--- src/rtl/uart_pkg.sv ---
// Shared UART definitions for the receive and transmit units.
// Holds the parity and baud encodings, the deframer state enum, the
// received-frame payload struct and the 16x tick divisor helper.
package uart_pkg;

  localparam int unsigned OVERSAMPLE = 16;
  localparam int unsigned DIV_W      = 16;
  localparam int unsigned DATA_W     = 8;

  // Parity encodings (2'b11 behaves as none)
  localparam logic [1:0] PARITY_NONE = 2'b00;
  localparam logic [1:0] PARITY_ODD  = 2'b01;
  localparam logic [1:0] PARITY_EVEN = 2'b10;

  typedef enum logic [1:0] {
    BAUD_2400  = 2'b00,
    BAUD_4800  = 2'b01,
    BAUD_9600  = 2'b10,
    BAUD_19200 = 2'b11
  } baud_e;

  typedef enum logic [2:0] {
    IDLE,
    START,
    DATA,
    PARITY,
    STOP
  } uart_state_e;

  // Completed-frame payload presented to the byte consumer
  typedef struct packed {
    logic [DATA_W-1:0] data;
    logic              parity_error;
    logic              stop_error;
  } uart_rx_result_t;

  // Clocks per oversample tick, truncated; never returns zero
  function automatic logic [DIV_W-1:0] uart_div(input int unsigned clk_freq,
                                                input baud_e       baud);
    int unsigned rate;
    int unsigned q;
    case (baud)
      BAUD_2400:  rate = 2400;
      BAUD_4800:  rate = 4800;
      BAUD_9600:  rate = 9600;
      BAUD_19200: rate = 19200;
      default:    rate = 2400;
    endcase
    q = clk_freq / (OVERSAMPLE * rate);
    if (q == 0) q = 1;
    return DIV_W'(q);
  endfunction

endpackage

--- src/rtl/uart_rx_unit_if.sv ---
// Serial-line and byte-side signal bundle of the UART receiver.
//   data_rx      : serial line into the receiver (idles high)
//   parity_type  : 00 none, 01 odd, 10 even, 11 none
//   baud_rate    : 00 2400, 01 4800, 10 9600, 11 19200
//   data_out     : last received byte
//   active_flag  : frame in progress
//   done_flag    : one-clock frame-complete pulse
//   parity_error : parity mismatch in last frame
//   stop_error   : stop bit sampled low in last frame
// master = pin/consumer side, slave = receiver side.
interface uart_rx_unit_if;

  logic       data_rx;
  logic [1:0] parity_type;
  logic [1:0] baud_rate;
  logic [7:0] data_out;
  logic       active_flag;
  logic       done_flag;
  logic       parity_error;
  logic       stop_error;

  modport master (
    output data_rx, parity_type, baud_rate,
    input  data_out, active_flag, done_flag, parity_error, stop_error
  );

  modport slave (
    input  data_rx, parity_type, baud_rate,
    output data_out, active_flag, done_flag, parity_error, stop_error
  );

endinterface

--- src/rtl/uart_rx_tick_gen.sv ---
// 16x-baud tick generator for the UART receiver.
//   clock   : system clock
//   reset_n : async active-low reset
//   i_clear : restart the divisor so ticks align to a start edge
//   i_baud  : baud code selecting the divisor
//   o_tick  : one-clock pulse every DIV clocks
module uart_rx_tick_gen
  import uart_pkg::*;
#(
  parameter int unsigned CLK_FREQ = 50_000_000
) (
  input  logic  clock,
  input  logic  reset_n,
  input  logic  i_clear,
  input  baud_e i_baud,
  output logic  o_tick
);

  logic [DIV_W-1:0] w_div;
  logic [DIV_W-1:0] w_last;
  logic [DIV_W-1:0] r_cnt;
  logic             r_tick;

  assign w_div  = uart_div(CLK_FREQ, i_baud);
  assign w_last = w_div - DIV_W'(1);

  // Free-running divisor, restarted by i_clear
  always_ff @(posedge clock or negedge reset_n) begin
    if (!reset_n) begin
      r_cnt  <= '0;
      r_tick <= 1'b0;
    end else if (i_clear) begin
      r_cnt  <= '0;
      r_tick <= 1'b0;
    end else if (r_cnt >= w_last) begin
      r_cnt  <= '0;
      r_tick <= 1'b1;
    end else begin
      r_cnt  <= r_cnt + DIV_W'(1);
      r_tick <= 1'b0;
    end
  end

  assign o_tick = r_tick;

endmodule

--- src/rtl/uart_rx_unit.sv ---
// UART receiver: 16x oversampled deframer for start / 8 data (LSB first) /
// optional parity / stop, with registered byte, done and error outputs.
//   clock   : system clock, rising edge
//   reset_n : async active-low reset
//   rx      : uart_rx_unit_if.slave (serial line, config, byte and flags)
module uart_rx_unit
  import uart_pkg::*;
#(
  parameter int unsigned CLK_FREQ   = 50_000_000,
  parameter int unsigned OVERSAMPLE = 16
) (
  input  logic           clock,
  input  logic           reset_n,
  uart_rx_unit_if.slave  rx
);

  localparam int unsigned          TICK_W    = $clog2(OVERSAMPLE);
  localparam logic [TICK_W-1:0]    MID_TICK  = TICK_W'(OVERSAMPLE / 2 - 1);
  localparam logic [TICK_W-1:0]    LAST_TICK = TICK_W'(OVERSAMPLE - 1);

  logic                r_sync1;
  logic                r_sync2;
  logic                r_prev;
  logic                w_line;
  logic                w_fall;
  logic                w_clear;
  logic                w_tick;
  logic                w_par_en;
  logic                w_par_exp;

  uart_state_e         r_state;
  baud_e               r_baud;
  logic [1:0]          r_parity;
  logic [TICK_W-1:0]   r_tick_cnt;
  logic [2:0]          r_bit_cnt;
  logic [DATA_W-1:0]   r_shift;
  logic                r_par_err_pend;
  uart_rx_result_t     r_result;
  logic                r_active;
  logic                r_done;

  // Two-flop synchronizer plus one history flop for edge detection
  always_ff @(posedge clock or negedge reset_n) begin
    if (!reset_n) begin
      r_sync1 <= 1'b1;
      r_sync2 <= 1'b1;
      r_prev  <= 1'b1;
    end else begin
      r_sync1 <= rx.data_rx;
      r_sync2 <= r_sync1;
      r_prev  <= r_sync2;
    end
  end

  assign w_line  = r_sync2;
  // A held-low line never produces another falling edge, so breaks don't retrigger
  assign w_fall  = r_prev & ~r_sync2;
  assign w_clear = (r_state == IDLE) && w_fall;

  uart_rx_tick_gen #(
    .CLK_FREQ (CLK_FREQ)
  ) u_tick_gen (
    .clock   (clock),
    .reset_n (reset_n),
    .i_clear (w_clear),
    .i_baud  (r_baud),
    .o_tick  (w_tick)
  );

  assign w_par_en  = (r_parity == PARITY_ODD) || (r_parity == PARITY_EVEN);
  assign w_par_exp = (^r_shift) ^ (r_parity == PARITY_ODD);

  // Deframing FSM with registered outputs
  always_ff @(posedge clock or negedge reset_n) begin
    if (!reset_n) begin
      r_state        <= IDLE;
      r_baud         <= BAUD_2400;
      r_parity       <= PARITY_NONE;
      r_tick_cnt     <= '0;
      r_bit_cnt      <= '0;
      r_shift        <= '0;
      r_par_err_pend <= 1'b0;
      r_result       <= '0;
      r_active       <= 1'b0;
      r_done         <= 1'b0;
    end else begin
      r_done <= 1'b0;
      case (r_state)
        IDLE: begin
          if (w_fall) begin
            r_state        <= START;
            r_active       <= 1'b1;
            r_tick_cnt     <= '0;
            r_bit_cnt      <= '0;
            r_par_err_pend <= 1'b0;
            r_baud         <= baud_e'(rx.baud_rate);
            r_parity       <= rx.parity_type;
          end
        end

        START: begin
          if (w_tick) begin
            if (r_tick_cnt == MID_TICK) begin
              r_tick_cnt <= '0;
              if (w_line) begin
                // Glitch: abandon quietly, keep previous byte and flags
                r_state  <= IDLE;
                r_active <= 1'b0;
              end else begin
                r_state <= DATA;
              end
            end else begin
              r_tick_cnt <= r_tick_cnt + TICK_W'(1);
            end
          end
        end

        DATA: begin
          if (w_tick) begin
            if (r_tick_cnt == LAST_TICK) begin
              r_tick_cnt <= '0;
              r_shift    <= {w_line, r_shift[DATA_W-1:1]};
              r_bit_cnt  <= r_bit_cnt + 3'd1;
              if (r_bit_cnt == 3'd7) begin
                r_state <= w_par_en ? PARITY : STOP;
              end
            end else begin
              r_tick_cnt <= r_tick_cnt + TICK_W'(1);
            end
          end
        end

        PARITY: begin
          if (w_tick) begin
            if (r_tick_cnt == LAST_TICK) begin
              r_tick_cnt     <= '0;
              r_par_err_pend <= (w_line != w_par_exp);
              r_state        <= STOP;
            end else begin
              r_tick_cnt <= r_tick_cnt + TICK_W'(1);
            end
          end
        end

        STOP: begin
          if (w_tick) begin
            if (r_tick_cnt == LAST_TICK) begin
              // Return at mid-stop so a following start edge is not missed
              r_tick_cnt            <= '0;
              r_result.data         <= r_shift;
              r_result.parity_error <= r_par_err_pend;
              r_result.stop_error   <= ~w_line;
              r_done                <= 1'b1;
              r_active              <= 1'b0;
              r_state               <= IDLE;
            end else begin
              r_tick_cnt <= r_tick_cnt + TICK_W'(1);
            end
          end
        end

        default: begin
          r_state  <= IDLE;
          r_active <= 1'b0;
        end
      endcase
    end
  end

  assign rx.data_out     = r_result.data;
  assign rx.parity_error = r_result.parity_error;
  assign rx.stop_error   = r_result.stop_error;
  assign rx.active_flag  = r_active;
  assign rx.done_flag    = r_done;

endmodule

--- src/flat_wrapper.sv ---
// flat-port wrapper written by rule: the top's interface ports become plain ports
module uart_rx_unit_flat import uart_pkg::*;
#(
  parameter int unsigned CLK_FREQ   = 50_000_000,
  parameter int unsigned OVERSAMPLE = 16
)
  (clock, reset_n, rx_data_rx, rx_parity_type, rx_baud_rate, rx_data_out, rx_active_flag, rx_done_flag, rx_parity_error, rx_stop_error);
  uart_rx_unit_if rx_i ();
  input  logic clock;
  input  logic reset_n;
  input wire logic [$bits(rx_i.data_rx)-1:0] rx_data_rx;
  input wire logic [$bits(rx_i.parity_type)-1:0] rx_parity_type;
  input wire logic [$bits(rx_i.baud_rate)-1:0] rx_baud_rate;
  output wire logic [$bits(rx_i.data_out)-1:0] rx_data_out;
  output wire logic [$bits(rx_i.active_flag)-1:0] rx_active_flag;
  output wire logic [$bits(rx_i.done_flag)-1:0] rx_done_flag;
  output wire logic [$bits(rx_i.parity_error)-1:0] rx_parity_error;
  output wire logic [$bits(rx_i.stop_error)-1:0] rx_stop_error;
  assign rx_i.data_rx = rx_data_rx;
  assign rx_i.parity_type = rx_parity_type;
  assign rx_i.baud_rate = rx_baud_rate;
  assign rx_data_out = rx_i.data_out;
  assign rx_active_flag = rx_i.active_flag;
  assign rx_done_flag = rx_i.done_flag;
  assign rx_parity_error = rx_i.parity_error;
  assign rx_stop_error = rx_i.stop_error;
  uart_rx_unit #(.CLK_FREQ(CLK_FREQ), .OVERSAMPLE(OVERSAMPLE)) u_core (.clock(clock), .reset_n(reset_n), .rx(rx_i));
endmodule
--- config.mk ---
export PLATFORM = sky130hd
export DESIGN_NAME = uart_rx_unit_flat
export DESIGN_NICKNAME = d
export VERILOG_FILES = /design/src/rtl/uart_pkg.sv /design/src/rtl/uart_rx_unit_if.sv /design/src/rtl/uart_rx_tick_gen.sv /design/src/rtl/uart_rx_unit.sv /design/src/flat_wrapper.sv
export SDC_FILE = /design/constraint.sdc
export NUM_CORES = 1
export LEC_CHECK = 0
export CAP_MARGIN = 25
export CORE_MARGIN = 5
export CORE_UTILIZATION = 56
export DETAILED_ROUTE_END_ITERATION = 10
export GPL_ROUTABILITY_DRIVEN = 0
export PLACE_DENSITY = 0.79
export SYNTH_ARGS = -nofsm -noshare
export SYNTH_HDL_FRONTEND = slang
export SYNTH_SLANG_ARGS = --single-unit
export TNS_END_PERCENT = 30
--- constraint.sdc ---
create_clock -name clock -period 10.7 [get_ports clock]
set_input_delay 3.21 -clock clock [delete_from_list [all_inputs] [get_ports clock]]
set_output_delay 3.21 -clock clock [all_outputs]
set_load 0.01 [all_outputs]
==> key figures <==
Run status
  • Status: complete, but fails checks
  • Failing checks: setup timing

Floorplan
  • Die Wd: 99.1 um
  • Core ar.: roughly 7700 sq um
  • Die Span Y: 99.1 um
  • Initial Util: 57.5%
  • Die ar.: between 9000 and 10000 sq um
  • Floorplan row count: 32
  • IO Count: 19

Power
  • Pleak: between 2 and 3 nW
  • Power consumption: 1.92 mW
  • Maximum vdd drop: 0.000187 V
  • P per Cell Area: 325 nW/um^2

Clocking
  • Number of CTS-inserted buffers: 5
  • Clk_lat worst skew: 0.32 ns
  • CTS Root Cell: clkbuf_8
  • CTS Sinks: 55
  • Max Buffers Root-to-Sink: 2
  • Clock Pin Slew Worst Setup and Hold Paths: 0.11 ns
  • CTS tree: yes
  • H-tree depth: 2

Timing
  • Final setup viols: 14
  • FMAX: 89.0 MHz
  • Sum Neg Setup Slack: -7.25 ns
  • Final Max Tran Viols: 0
  • Least-Margin Pin Slew: 0.932 ns
  • RSZ-0062 raised after global routing: true
  • Clock skew: 0.0131 ns
  • Rel. slew slack: 37.7%
  • Min cycle time layout: 11.24 ns
  • Setup ws final: -0.540 ns
  • Post-route clock period utilization: 105%
  • Final hold violation count: 0
  • Hold Slack: 0.369 ns

Worst hold path
  • Hold endpoint: u_core.r_sync2
  • Min-delay src: u_core.r_sync1
  • HP Class: reg2reg
  • Hold Path Stages: 0

Final layout
  • Area of the multi-input gates: 3250 sq um
  • Reg area: around 1400 sq um
  • Layout Nets: 649
  • N_diodes: 0
  • Area Growth Syn to Fin: 32.5%
  • Number of fill cells: 490
  • Fin area: 5890 sq um
  • Layout cells sized above 1: 33.0%
  • Final Non-Filler Cells: 714

GRT
  • First-pass GRT wire length: 22100 um
  • Largest net degree at the start of global routing: 56
  • Antenna violations before repair: 0
  • GRT Overall Usage: between 20% and 30%
  • Number of global-route vias before repair: ~4700
  • Grt total ovfl: 0

Critical path
  • R2R setup slack: -0.54 ns
  • Worst Path Class, Setup: reg2reg
  • Slowest cell on crit path: dfrtp_2
  • Crit end category: flop
  • Critical path peak fanout: 6
  • Worst R2R Start: u_core.r_baud[0]
  • Critical Path Start Type: flop
  • Worst path max stage delay: 0.48 ns
  • Register-to-Register Path Depth: 55
  • Worst path bufs/invs: 5
  • Cell family with most CP delay: simple AND/OR/NAND/NOR gates
  • Critical Path RT: 10.95 ns
  • RR Endpoint: u_core.u_tick_gen.r_cnt[12]
  • Arrival time worst endpoint: 11.48 ns

Drt
  • 1st-pass router iterations: 5
  • Wire per inst: between 15 and 20 um
  • Initial DRC count: 496
  • Vias: 4628
  • Antenna Nets Post-Route: 0
  • DRC: 0
  • Routed vias/inst: 6.48
  • Final wirelength: 13700 um

Run
  • Max_cap viols: 0

Logic synthesis
  • Share of flip-flops with an asynchronous set or reset: 100%
  • EDFF count, synth: 0
  • Synth Warn #: 0
  • Post-synth top cells: 52 x dfrtp_1, 50 x nor2_1, 46 x nand2_1
  • Mapped Cells: 507
  • Syn Area/Cell: 8.77 sq um
  • Post-synthesis cell type count: 76
  • Top-area cell type share of the netlist area: 29.3%
  • Top-count cell post-synth: dfrtp_1
  • Synthesis-stage register bit count: between 50 and 60
  • Synth Cell Area: 4440 sq um
  • Main synth FF type: dfrtp_1
  • Post-synth top area cell: dfrtp_1
  • Share of the yosys chip area belonging to registers: a little under a third
  • Synth area leaders: dfrtp_1 29%, ha_1 8.7%, mux2_2 5.3%

Placement
  • Port Buf Inserts: 18
  • DP Wirelength: 9370 um
  • Placed instance count: approximately 680
  • DP Area: approximately 5400 sq um
-- final cells by class --
cell class / count / area share (%)
clock buffers: 6 / 1.40
clock inverters: 2 / 0.340
inverters: 19 / 1.34
multi-input cells: 414 / 55.3
flip-flops and latches: 55 / 23.5
well taps: 102 / 2.17
repair buffers: 116 / 16.0
-- report_power, final --
group          leakage [nW]  total (mW)  internal (mW)  switching [mW]
Sequential            0.730       0.267          0.231          0.0369
Clock                0.0533       0.125         0.0546          0.0703
Combinational          1.85        1.52          0.715           0.808
Total                  2.63        1.92           1.00           0.915
-- placed cells by master (no fill, tap or decap), types with 10 or more instances in the layout --
cell             count
buf_4               90
dfrtp_1             50
nand2_1             44
nor2_1              39
o21ai_0             25
mux2_2              21
ha_1                21
nor3_1              17
inv_1               17
xnor2_1             17
clkdlybuf4s50_1     17
nand3_1             15
a21oi_1             12
a21o_1              11
xor2_1              10
-- sequential cells by signal, summed over array words and instances, names as in the netlist --
name,cells
u_core.rx.data_out,8
u_core.r_prev,1
u_core.r_tick_cnt,4
u_core.r_parity,2
u_core.rx.stop_error,1
u_core.r_par_err_pend,1
u_core.r_sync1,1
u_core.u_tick_gen.o_tick,1
u_core.r_state,3
u_core.r_bit_cnt,3
u_core.rx.active_flag,1
u_core.rx.parity_error,1
u_core.u_tick_gen.r_cnt,16
u_core.r_baud,2
u_core.r_shift,8
u_core.rx.done_flag,1
u_core.r_sync2,1
-- worst max path at each step --
stage                           from                          end  slack [ns]  cells past startpoint
finish              u_core.r_baud[0]  u_core.u_tick_gen.r_cnt[12]       -0.54                     55
global route        u_core.r_baud[0]   u_core.u_tick_gen.r_cnt[3]       -0.94                     58
CTS                 u_core.r_baud[1]   u_core.u_tick_gen.r_cnt[5]       -0.17                     53
detailed placement  u_core.r_baud[0]   u_core.u_tick_gen.r_cnt[0]       -0.30                     54
global placement    u_core.r_baud[0]  u_core.u_tick_gen.r_cnt[12]       -0.01                     54
floorplan           u_core.r_baud[0]  u_core.u_tick_gen.r_cnt[10]       -0.57                     53
-- timing repair --
| item | in CTS | in global routing |
|---|---|---|
| hold buffers | 0 | 0 |
| pin swaps | 32 | 5 |
| setup buffers | 21 | 7 |
| gates cloned | 0 | 1 |
| setup endpoints to repair | 14 | 14 |
| gates resized for setup | 20 | 30 |
-- per-layer routing --
metal	share of wire [%]	wire length, um	global-route usage, %
met3	6.2	843	3.61
met1	41	5590	34.5
met4	2.5	342	10.2
met5	0	0	0
met2	50	6880	46.8
-- cell families (layout without fill, tap and decap cells) --
logic type	count (synthesis)	count (layout)	synth area share, %
adders and majority gates	31	31	8.73
and+or+nand+nor	184	184	20.6
xor gates and xnor gates	28	28	5.52
buffers and inverters	40	143	3.63
other	1	3	0.0844
muxes	32	32	7.80
AOI/OAI and AO/OA	136	136	22.6
DFF	55	55	31.1
-- stage by stage --
step	setup WS, ns	util [%]
5_1_grt	-0.935	76.2
3_3_place_gp	-0.0123	69.3
4_1_cts	-0.171	73.9
2_1_floorplan	-0.566	-
3_5_place_dp	-0.297	69.4
6_report	-0.540	76.2
Note: power is estimated with default switching activity, not from simulation.
